## src/rtl/hazard_issue_scheduler.sv

```systemverilog
// Issue-stage hazard scheduler: EX/MEM writer scoreboard, RAW forward/stall decisions and mispredict flush.
// Optional macro HAZ_FWD_EN enables EX/MEM forwarding; without it every RAW match stalls until the writer leaves MEM.
module hazard_issue_scheduler #(
   parameter int RW        = 3,
   parameter int FLUSH_CYC = 2,
   parameter int CNT_W     = 16
) (
   input  logic             clk,
   input  logic             rst_n,
   input  logic             issue_valid,
   output logic             issue_ready,
   input  logic [RW-1:0]    rs1,
   input  logic [RW-1:0]    rs2,
   input  logic [RW-1:0]    rd,
   input  logic             rd_we,
   input  logic             is_load,
   input  logic             br_mispredict,
   output logic [1:0]       fwd_a,
   output logic [1:0]       fwd_b,
   output logic             pc_freeze,
   output logic             do_flush,
   output logic [CNT_W-1:0] stall_count
);

   typedef struct packed {
      logic          v;
      logic [RW-1:0] rd;
      logic          we;
      logic          ld;
   } ex_entry_t;

   // MEM results are always forwardable, so the load flag is not carried past EX.
   typedef struct packed {
      logic          v;
      logic [RW-1:0] rd;
      logic          we;
   } mem_entry_t;

   typedef enum logic [1:0] {RUN, STALL, FLUSH} state_t;

   localparam logic [3:0] FLUSH_LD = 4'(FLUSH_CYC);

   ex_entry_t  ex_q;
   mem_entry_t mem_q;
   state_t     state;
   logic [3:0] flush_cnt;

   logic ex_a, ex_b, mem_a, mem_b;
   logic hazard, transfer;
   logic [1:0] sel_a, sel_b;

   function automatic logic match(input logic [RW-1:0] s, input logic v, input logic we,
                                  input logic [RW-1:0] wr);
      return v & we & (wr == s) & (s != '0);
   endfunction

   assign ex_a  = match(rs1, ex_q.v, ex_q.we, ex_q.rd);
   assign ex_b  = match(rs2, ex_q.v, ex_q.we, ex_q.rd);
   assign mem_a = match(rs1, mem_q.v, mem_q.we, mem_q.rd);
   assign mem_b = match(rs2, mem_q.v, mem_q.we, mem_q.rd);

`ifdef HAZ_FWD_EN
   // Only a load still in EX cannot be forwarded; the EX result takes priority over MEM.
   assign hazard = (ex_a | ex_b) & ex_q.ld;
   assign sel_a  = ex_a ? 2'b01 : (mem_a ? 2'b10 : 2'b00);
   assign sel_b  = ex_b ? 2'b01 : (mem_b ? 2'b10 : 2'b00);
`else
   logic unused_ld;
   assign unused_ld = ex_q.ld;
   assign hazard    = ex_a | ex_b | mem_a | mem_b;
   assign sel_a     = 2'b00;
   assign sel_b     = 2'b00;
`endif

   // While in FLUSH the counter is always non-zero, so the state alone gates issue.
   assign issue_ready = rst_n & (state != FLUSH) & ~hazard;
   assign transfer    = issue_valid & issue_ready;
   assign do_flush    = rst_n & (state == FLUSH);
   assign pc_freeze   = rst_n & ((issue_valid & ~issue_ready) | (state == FLUSH));
   assign fwd_a       = transfer ? sel_a : 2'b00;
   assign fwd_b       = transfer ? sel_b : 2'b00;

   // NOTE: sequential state uses non-blocking assignments so every register samples pre-edge values.
   always_ff @(posedge clk) begin
      if (!rst_n) begin
         ex_q        <= '0;
         mem_q       <= '0;
         state       <= RUN;
         flush_cnt   <= '0;
         stall_count <= '0;
      end else begin
         mem_q <= '{v: ex_q.v, rd: ex_q.rd, we: ex_q.we};
         // A mispredict squashes whatever would enter EX at this edge.
         if (transfer && !br_mispredict)
            ex_q <= '{v: 1'b1, rd: rd, we: rd_we, ld: is_load};
         else
            ex_q <= '0;

         if (issue_valid && !issue_ready && !(&stall_count))
            stall_count <= stall_count + 1'b1;

         if (br_mispredict) begin
            state     <= FLUSH;
            flush_cnt <= FLUSH_LD;
         end else begin
            case (state)
               FLUSH: begin
                  if (flush_cnt <= 4'd1) begin
                     state     <= RUN;
                     flush_cnt <= '0;
                  end else begin
                     flush_cnt <= flush_cnt - 4'd1;
                  end
               end
               default: state <= (hazard && issue_valid) ? STALL : RUN;
            endcase
         end
      end
   end

endmodule

```

## config.mk

```make
export PLATFORM = sky130hd
export DESIGN_NAME = hazard_issue_scheduler
export DESIGN_NICKNAME = d
export VERILOG_FILES = /design/src/rtl/hazard_issue_scheduler.sv
export SDC_FILE = /design/constraint.sdc
export NUM_CORES = 1
export LEC_CHECK = 0
export ABC_AREA = 1
export BUFFER_PORTS_ARGS = -buffer_cell sky130_fd_sc_hd__buf_2
export CAP_MARGIN = 10
export CORE_UTILIZATION = 55
export CTS_CLUSTER_DIAMETER = 40
export DETAILED_ROUTE_END_ITERATION = 8
export GPL_ROUTABILITY_DRIVEN = 0
export PLACE_DENSITY_LB_ADDON = 0.08
export SKIP_LAST_GASP = 1
export SYNTH_ARGS = -nofsm -noshare
export SYNTH_HDL_FRONTEND = slang
export SYNTH_SLANG_ARGS = --single-unit
```

## constraint.sdc

```tcl
create_clock -name clk -period 3.4 [get_ports clk]
set_input_delay 0.17 -clock clk [delete_from_list [all_inputs] [get_ports clk]]
set_output_delay 0.17 -clock clk [all_outputs]
set_load 0.01 [all_outputs]
```

## Word-level counts from Yosys, hierarchy flattened

Cells that the tools add are included.

- Muxes and demuxes: 8
- Bitwise operators: 23
- Add/sub/neg operators: 2
- Reductions and logical operators: 13
- Order comparisons: 1
- Eq/ne operators: 8

Operators by type and width:

| operator | count |
|---|---|
| $add 16x1->16 const B | 1 |
| $and 1x1->1 | 16 |
| $reduce_and 16->1 | 1 |
| $eq 3x3->1 | 4 |
| $mux 2 | 5 |
| $mux 6 | 1 |
| $reduce_bool 3->1 | 2 |
| $le 4x1->1 const B | 1 |
| $logic_and 1x1->1 | 4 |
| $mux 4 | 1 |
| $or 1x1->1 | 4 |
| $sub 4x1->4 const B | 1 |
| $logic_not 1->1 | 3 |
| $ne 3x2->1 const B | 1 |
| $not 1->1 | 3 |
| $eq 2x2->1 const B | 1 |
| $ne 2x1->1 const B | 1 |
| $ne 2x2->1 const B | 1 |
| $reduce_and 2->1 | 1 |
| $reduce_bool 2->1 | 1 |
| $reduce_or 2->1 | 1 |
| $mux 1 | 1 |

- Bits of input ports: 15
- Bits in registers: 32
- Logic and storage cells: 66
- Output and inout bits: 23

## Depth between registers and ports, before layout

Gate-level depths: netlist (run 1).

- Depth after elaboration: 12
- Mapped depth: 12

## Worst setup path after synthesis (run 1)

OpenSTA, ideal clock, no wires.

- Kind: register to register
- Start point: register stall_count[1]
- End point: register stall_count[8]
- Period minus slack after synthesis: 1642 ps
- Setup time: 68 ps
- Arrival time: 1574 ps
- Stages on the path, launching flop included: 11
- Buffers on the path: 1
- Required time: 3332 ps
- Slack: 1758 ps
- Cells stage by stage: dfxtp_1 > ha_1 > nand3_2 > nor2_2 > nand2_2 > nor2_4 > nand3_4 > nand3_4 > buf_12 > nand2_2 > a21oi_2

- Cells in the longest elaborated chain, start to end: 3
- Elaborated cells between the ends (all ways): 4
- Classes of those cells: 1 x add/sub; 3 x reduce/logical

RTL lines:

| what | RTL line | RTL |
|---|---|---|
| start, declared | 22 | `output logic [CNT_W-1:0] stall_count` |
| start signal, assigned | 100 | `stall_count <= stall_count + 1'b1;` |
| parallel branches: the longest is 3 deep, another holds $add 16x1->16 | -- |  |

Several ways; the timed one is not identified.
A chain may end at the register's enable or synchronous reset.

## Worst setup path after layout (run 1)

- Start point: register ex_q[4] (netlist name)
- End point: output port pc_freeze

- Cells in the longest elaborated chain, start to end: 12
- Elaborated cells between the ends (all ways): 15
- Classes of those cells: 2 x eq/ne; 13 x bitwise

RTL lines:

| what | RTL line | RTL |
|---|---|---|
| start, declared | 43 | `ex_entry_t ex_q;` |
| start signal, assigned | 95 | `ex_q <= '{v: 1'b1, rd: rd, we: rd_we, ld: is_load};` |
| $eq 3x3->1 | 54 | `return v & we & (wr == s) & (s != '0);` |
| $and 1x1->1 (2 in series) | 54 |  |
| $or 1x1->1 (*) (3 in series) | 70 | `assign hazard = ex_a \| ex_b \| mem_a \| mem_b;` |
| $not 1->1 (*) | 76 | `assign issue_ready = rst_n & (state != FLUSH) & ~hazard;` |
| $and 1x1->1 (*) | 76 |  |
| $not 1->1 (*) | 79 | `assign pc_freeze = rst_n & ((issue_valid & ~issue_ready) \| (state == FLUSH));` |
| $and 1x1->1 (*) | 79 |  |
| $or 1x1->1 (*) | 79 |  |
| $and 1x1->1 (*) | 79 |  |
| end, declared | 20 | `output logic pc_freeze,` |

Every way passes the cells marked *; elsewhere a longest branch is shown, timed or not.

==> flow_summary.ini, run 1 <==
[die]
die_area_mm2 = 0.00375
start_util_pct = 57.8
rows = 21
die_height_um = 61.2
core_mm2 = 0.00334
ioPinCount = 38
die-width_um = 61.2

[clock_tree]
post-cts-setup-buffer-count = 0
cts_sinks = 32
holdBufCountCts = 0
clkTransAtPathRegs_ns = 0.09
cts.repair.resized = 0
clock_path_buffers = 2
cts_buffers = 5
clock_latency_ns = 0.33
cts_tree = yes
clockRootBuffer = clkbuf_4
h-tree-depth = 2

[pwr]
p_seq_share_pct = 58.5
sw_frac_of_total_pct = 26.7
powerDensity_mw_per_mm2 = 310
p_comb_share_pct = 11.8
p_sw_uw = 176
p_leak_nw = 1.02
peakVddDrop_v = 0.000202
intPower_uw = 483
clock_power_share_pct = 29.7

[setup_path]
rr_worst_depth = 10
cp-start-kind = register
worstPathRequired_ns = 3.23
arrival_ns = 1.88
cp_max_fo = 19
end_kind = output port
critPathKind = register to output port

[layout]
design_area_mm2 = 0.00213
fillers = 351
drive_above_1_share_pct = 20.7
areaGrowthSynthToFinish_pct = 10.3
diodes = 0
fin_nets = 332

[global_routing]
first_global_vias = 1484
track_usage_pct = 22.3
grt_max_degree = 21
grt_first_pass_wirelength_um = 6170
grt_overflow = 0
antenna_found_initial = 0

[timing]
finalHoldViolations = 0
rsz0062_at_grt = no
fin_worst_skew_ns = 0.00690
final_max_slew_viol_count = 0
setup_tns_ns = 0
fin_crit_ns = 2.05
finalSetupViolCount = 0
clock.fmax_mhz = 488
period_share_pct = 60.3
setup_ws_ns = 1.35

[placement]
place_ws_ns = 1.54
port-buffer-count = 32
place_area_mm2 = 0.00208
dp_hpwl_um = 2770

[run_status]
status = finished, final reports clean

[synthesis]
seq_area_frac_synth_pct = 33.2
synthXorXnorAreaFrac_pct = 5.91
yosysUniqueCellTypes = 27
syn_area_per_cell_um2 = 6.81
synth.area.mux_share_pct = 0
syn_inst = 283
synth_warnings = 0
synth_seq_cells = 32
synthAdderAreaFrac_pct = 1.95
synth_top_family_by_area = simple AND/OR/NAND/NOR gates
syn_area_mm2 = 0.00193
synth_simple_gate_area_share_pct = 38.2
synth_compound_area_share_pct = 8.63

[detailed_routing]
wirelength_um = 3720
ant_nets = 0
drc_errors = 0
vias = 1733
post_drt_wl_per_cell_um = 10.3
drt_iter0_markers = 69
post_drt_via_cell_ratio = 4.81
drt_pass1_iterations = 4

[min_path]
hold_class = input port to register
min_path_cells = 3

[job]
cap_violations = 0
[Yosys cell counts, drive strengths merged]
library cell  instances  area, µm²
or3                   1       6.26
buf                   9       72.6
o21ai                 2       10.0
nor3                  2       21.3
nand3b                2       15.0
dfxtp                32        641
clkbuf                3       11.3
nand4                15       93.8
nand3                12       95.1
conb                  1       3.75
a21oi                23        149
nand2                88        355
xor2                  9       78.8
xnor2                 4       35.0
ha                    3       37.5
nor2                 37        149
o21bai                1       7.51
inv                  39        146
[kinds of logic (layout without fill, tap and decap cells)]
kind of cell | after synthesis | after routing
AND/OR/NAND/NOR | 157 | 157
buffers and inverters | 51 | 79
flip-flops | 32 | 32
AO/OA/AOI/OAI | 26 | 26
XOR/XNOR | 13 | 13
adder cells (fa/ha/maj) | 3 | 3
other | 1 | 4
[worst paths after layout]
| check | startpoint | end | slack (ns) |
|---|---|---|---|
| setup / recovery | ex_q[4] | pc_freeze | 1.35 |
| setup reg to reg | stall_count[1] | stall_count[0] | 1.53 |
| hold reg to reg | ex_q[5] | mem_q[4] | 0.45 |
| hold / removal | rd[1] | ex_q[3] | 0.04 |
[layer usage]
layer / wire, µm / vias to the layer above / track usage, %
met4: 36 / 0 / 7.79
met3: 114 / 4 / 5.67
met2: 1800 / 27 / 38.5
met1: 1780 / 762 / 26.9
met5: 0 / - / 0
li1: - / 940 / -
[through the flow]
stage          power [mW]  utilization, %  instances  hold slack, ns
2_1_floorplan       0.456               -        286           0.282
3_3_place_gp        0.472            62.4        353           0.387
3_5_place_dp        0.473            62.4        353           0.392
4_1_cts             0.670            63.7        360          0.0310
5_1_grt             0.700            63.7        360          0.0387
6_report            0.659            63.7        360          0.0445
[state kept, by name (all words and copies together), names as in the netlist]
register,flops
stall_count,16
ex_q,5
mem_q,5
flush_cnt,4
state,2
[layout make-up]
class / instances / area [µm²] / area share [%]
clock buffers: 6 / 41.3 / 1.94
inverters: 39 / 146 / 6.88
flip-flops and latches: 32 / 641 / 30.1
clock inverters: 1 / 5.00 / 0.235
multi-input cells: 203 / 1070 / 50.2
repair buffers: 33 / 168 / 7.88
well taps: 46 / 57.6 / 2.71
[cells in the final DEF, fill, tap and decap left out, types with 4 or more instances in the layout]
cell type  count
clkbuf_4       5
nand3_1        8
nor2_1        35
a21oi_2        9
a21oi_1       14
buf_2         32
inv_1         39
nand2_2       10
dfxtp_1       32
xnor2_1        4
conb_1         4
xor2_1         9
nand4_1       15
nand2_1       78
[worst max-delay path: stages (launching register included)]
cell and delay [ns]:
dfxtp_1 0.39, inv_1 0.07, nand2_1 0.06, nand2_1 0.06, nor2_1 0.10, nand2_1 0.06
nand2_1 0.06, nand2_1 0.07, nand3_2 0.30, nand2_1 0.10, a21oi_1 0.14, buf_2 0.15
[power groups by stage]
| stage | clock network, mW | logic, mW | registers, mW |
|---|---|---|---|
| after CTS | 0.206 | 0.0787 | 0.385 |
| after detailed placement | 0 | 0.0785 | 0.394 |
| after global placement | 0 | 0.0779 | 0.394 |
| final | 0.195 | 0.0780 | 0.385 |
| after global routing | 0.224 | 0.0898 | 0.386 |
| after floorplan | 0 | 0.0614 | 0.394 |
Power figures use the tool's default switching activity.
==> run 2, diff against run 1 <==
- CORE_UTILIZATION: 55 -> 49
- clock period: 3.4 -> 1.8 ns (I/O delays scaled with it)
==> run 2 against run 1 <==
  * Global-route usage down 0.90 points
  * Non-clock buffer count up 10
  * Combinational power up 120%
  * Hold slack lost 0.037 ns
  * Register-to-register slack worse by 1.4 ns
  * Routed wire length up 7.8%
==> flow_summary.ini, run 2 (synthesis gave the netlist of run 1 again) <==
[run_status]
status = finished, final reports clean

[clock_tree]
holdBufCountCts = 0
cts_buffers = 5
clock_path_buffers = 2
cts_tree = yes
clockRootBuffer = clkbuf_8
clock_latency_ns = 0.28
cts_sinks = 32
h-tree-depth = 2
clkTransAtPathRegs_ns = 0.07

[pwr]
p_leak_nw = 1.09
clock_power_share_pct = 38.6
powerDensity_mw_per_mm2 = 644
intPower_mw = 1.09
p_comb_share_pct = 11.6
p_sw_uw = 372
peakVddDrop_v = 0.000384
sw_frac_of_total_pct = 25.5
p_seq_share_pct = 49.8

[global_routing]
track_usage_pct = 21.4
top_usage_layer = met2
grt_use_met1_pct = 25.3
antenna_found_initial = 0
grt_first_pass_wirelength_um = 6980
grt_overflow = 0
use_met3_pct = 4.93
first_global_vias = 1622
grt_max_degree = 21
use_met2_pct = 37.5

[detailed_routing]
drc_errors = 0
drt_iter0_markers = 87
post_drt_wl_per_cell_um = 10.8
wirelength_um = 4010
ant_nets = 0
drt_pass1_iterations = 4
post_drt_via_cell_ratio = 4.93
vias = 1839

[layout]
finalNonFillerCells = 373
areaGrowthSynthToFinish_pct = 17.8
largest_reg_flops = 16
fin_nets = 342
final_common_cell = nand2_1
top_register = stall_count
drive_above_1_share_pct = 26.2
reg_top3 = stall_count x16, ex_q x5, mem_q x5
design_area_mm2 = 0.00227
diodes = 0
final_cell_mix = nand2_1, inv_1, nor2_1

[die]
ioPinCount = 38
rows = 22
die-width_um = 64.7
start_util_pct = 51.9
core_mm2 = 0.00372
die_area_mm2 = 0.00419
die_height_um = 64.7

[timing]
period_share_pct = 93.2
setup_ws_ns = 0.122
rsz0062_at_grt = yes
finalSetupViolCount = 0
clock.fmax_mhz = 596
fin_worst_skew_ns = 0.00349
finalHoldViolations = 0
fin_crit_ns = 1.68
final_max_slew_viol_count = 0

[min_path]
hold_class = input port to register
min_path_cells = 3
hp-start = rd[1]
worstHoldEndpoint = ex_q[3]

[setup_path]
critPathKind = register to output port
slowest_stage = dfxtp_2
cpPeakStageDelay_ns = 0.35
r2r-start = stall_count[0]
cp_num_buf_inv = 3
cp-start-kind = register
rrSetupSlack_ns = 0.15
r2r_end = stall_count[8]
critPathTopFamily = simple AND/OR/NAND/NOR gates
end_kind = output port
path_common_cell = nand2_1
worstPathRequired_ns = 1.71
path_cells = inv_1 -> nand2_1 -> nand2_1 -> nor2_1 -> nand2_1 -> nand2_1 -> nand2_1 -> nand3_2 -> buf_6 -> nand2_1 -> a21oi_1 -> buf_2
rr_worst_depth = 9
arrival_ns = 1.59
cp_max_fo = 5

[placement]
place_area_mm2 = 0.00214
port-buffer-count = 32
place_ws_ns = 0.134
dp_hpwl_um = 2970
dp_cells = 362

[job]
cap_violations = 0
run 2: repair_timing:
item	in CTS	in global routing
setup buffers	1	2
pin swaps	1	2
resized for setup	0	9
setup endpoints to repair	1	11
run 2: final cells by class:
type	count	area (µm²)
well taps	48	60.1
fillers	378	1450
inverters	39	146
repair buffers	43	246
multi-input cells	203	1080
clock inverters	2	10.0
flip-flops and latches	32	647
clock buffers	6	82.6
run 2: tightest hold or removal path: stages:
cell,delay [ns]
buf_2,0.09
inv_1,0.04
nor2_1,0.03
run 2: routing by layer:
metal  up-vias  share of wire [%]
met5         -                  0
met4         0                1.5
met3         7                4.4
li1        959                  -
met1       835                 45
met2        38                 50
run 2: worst max-delay path by stage:
stage / from / endpoint / slack, ns / cells past startpoint
detailed placement: stall_count[0] / stall_count[0] / 0.13 / 10
global route: ex_q[3] / pc_freeze / -0.03 / 12
floorplan: stall_count[1] / stall_count[8] / 0.16 / 10
CTS: ex_q[2] / pc_freeze / 0.02 / 12
finish: ex_q[4] / pc_freeze / 0.12 / 12
global placement: stall_count[0] / stall_count[0] / 0.17 / 10
run 2: per-stage QoR:
stage	TNS (ns)	hold slack, ns	utilization [%]	power (mW)
global placement	0	0.304	57.5	0.902
CTS	0	0.00873	60.2	1.47
finish	0	0.00704	61.1	1.46
global route	-0.0348	0.0107	61.1	1.53
floorplan	0	0.202	-	0.860
detailed placement	0	0.309	57.5	0.904
run 2: power by group through the flow:
stage / registers (mW) / logic (mW) / clock network [mW]
CTS: 0.728 / 0.163 / 0.581
detailed placement: 0.744 / 0.160 / 0
global route: 0.729 / 0.191 / 0.610
floorplan: 0.744 / 0.116 / 0
finish: 0.728 / 0.169 / 0.564
global placement: 0.744 / 0.158 / 0
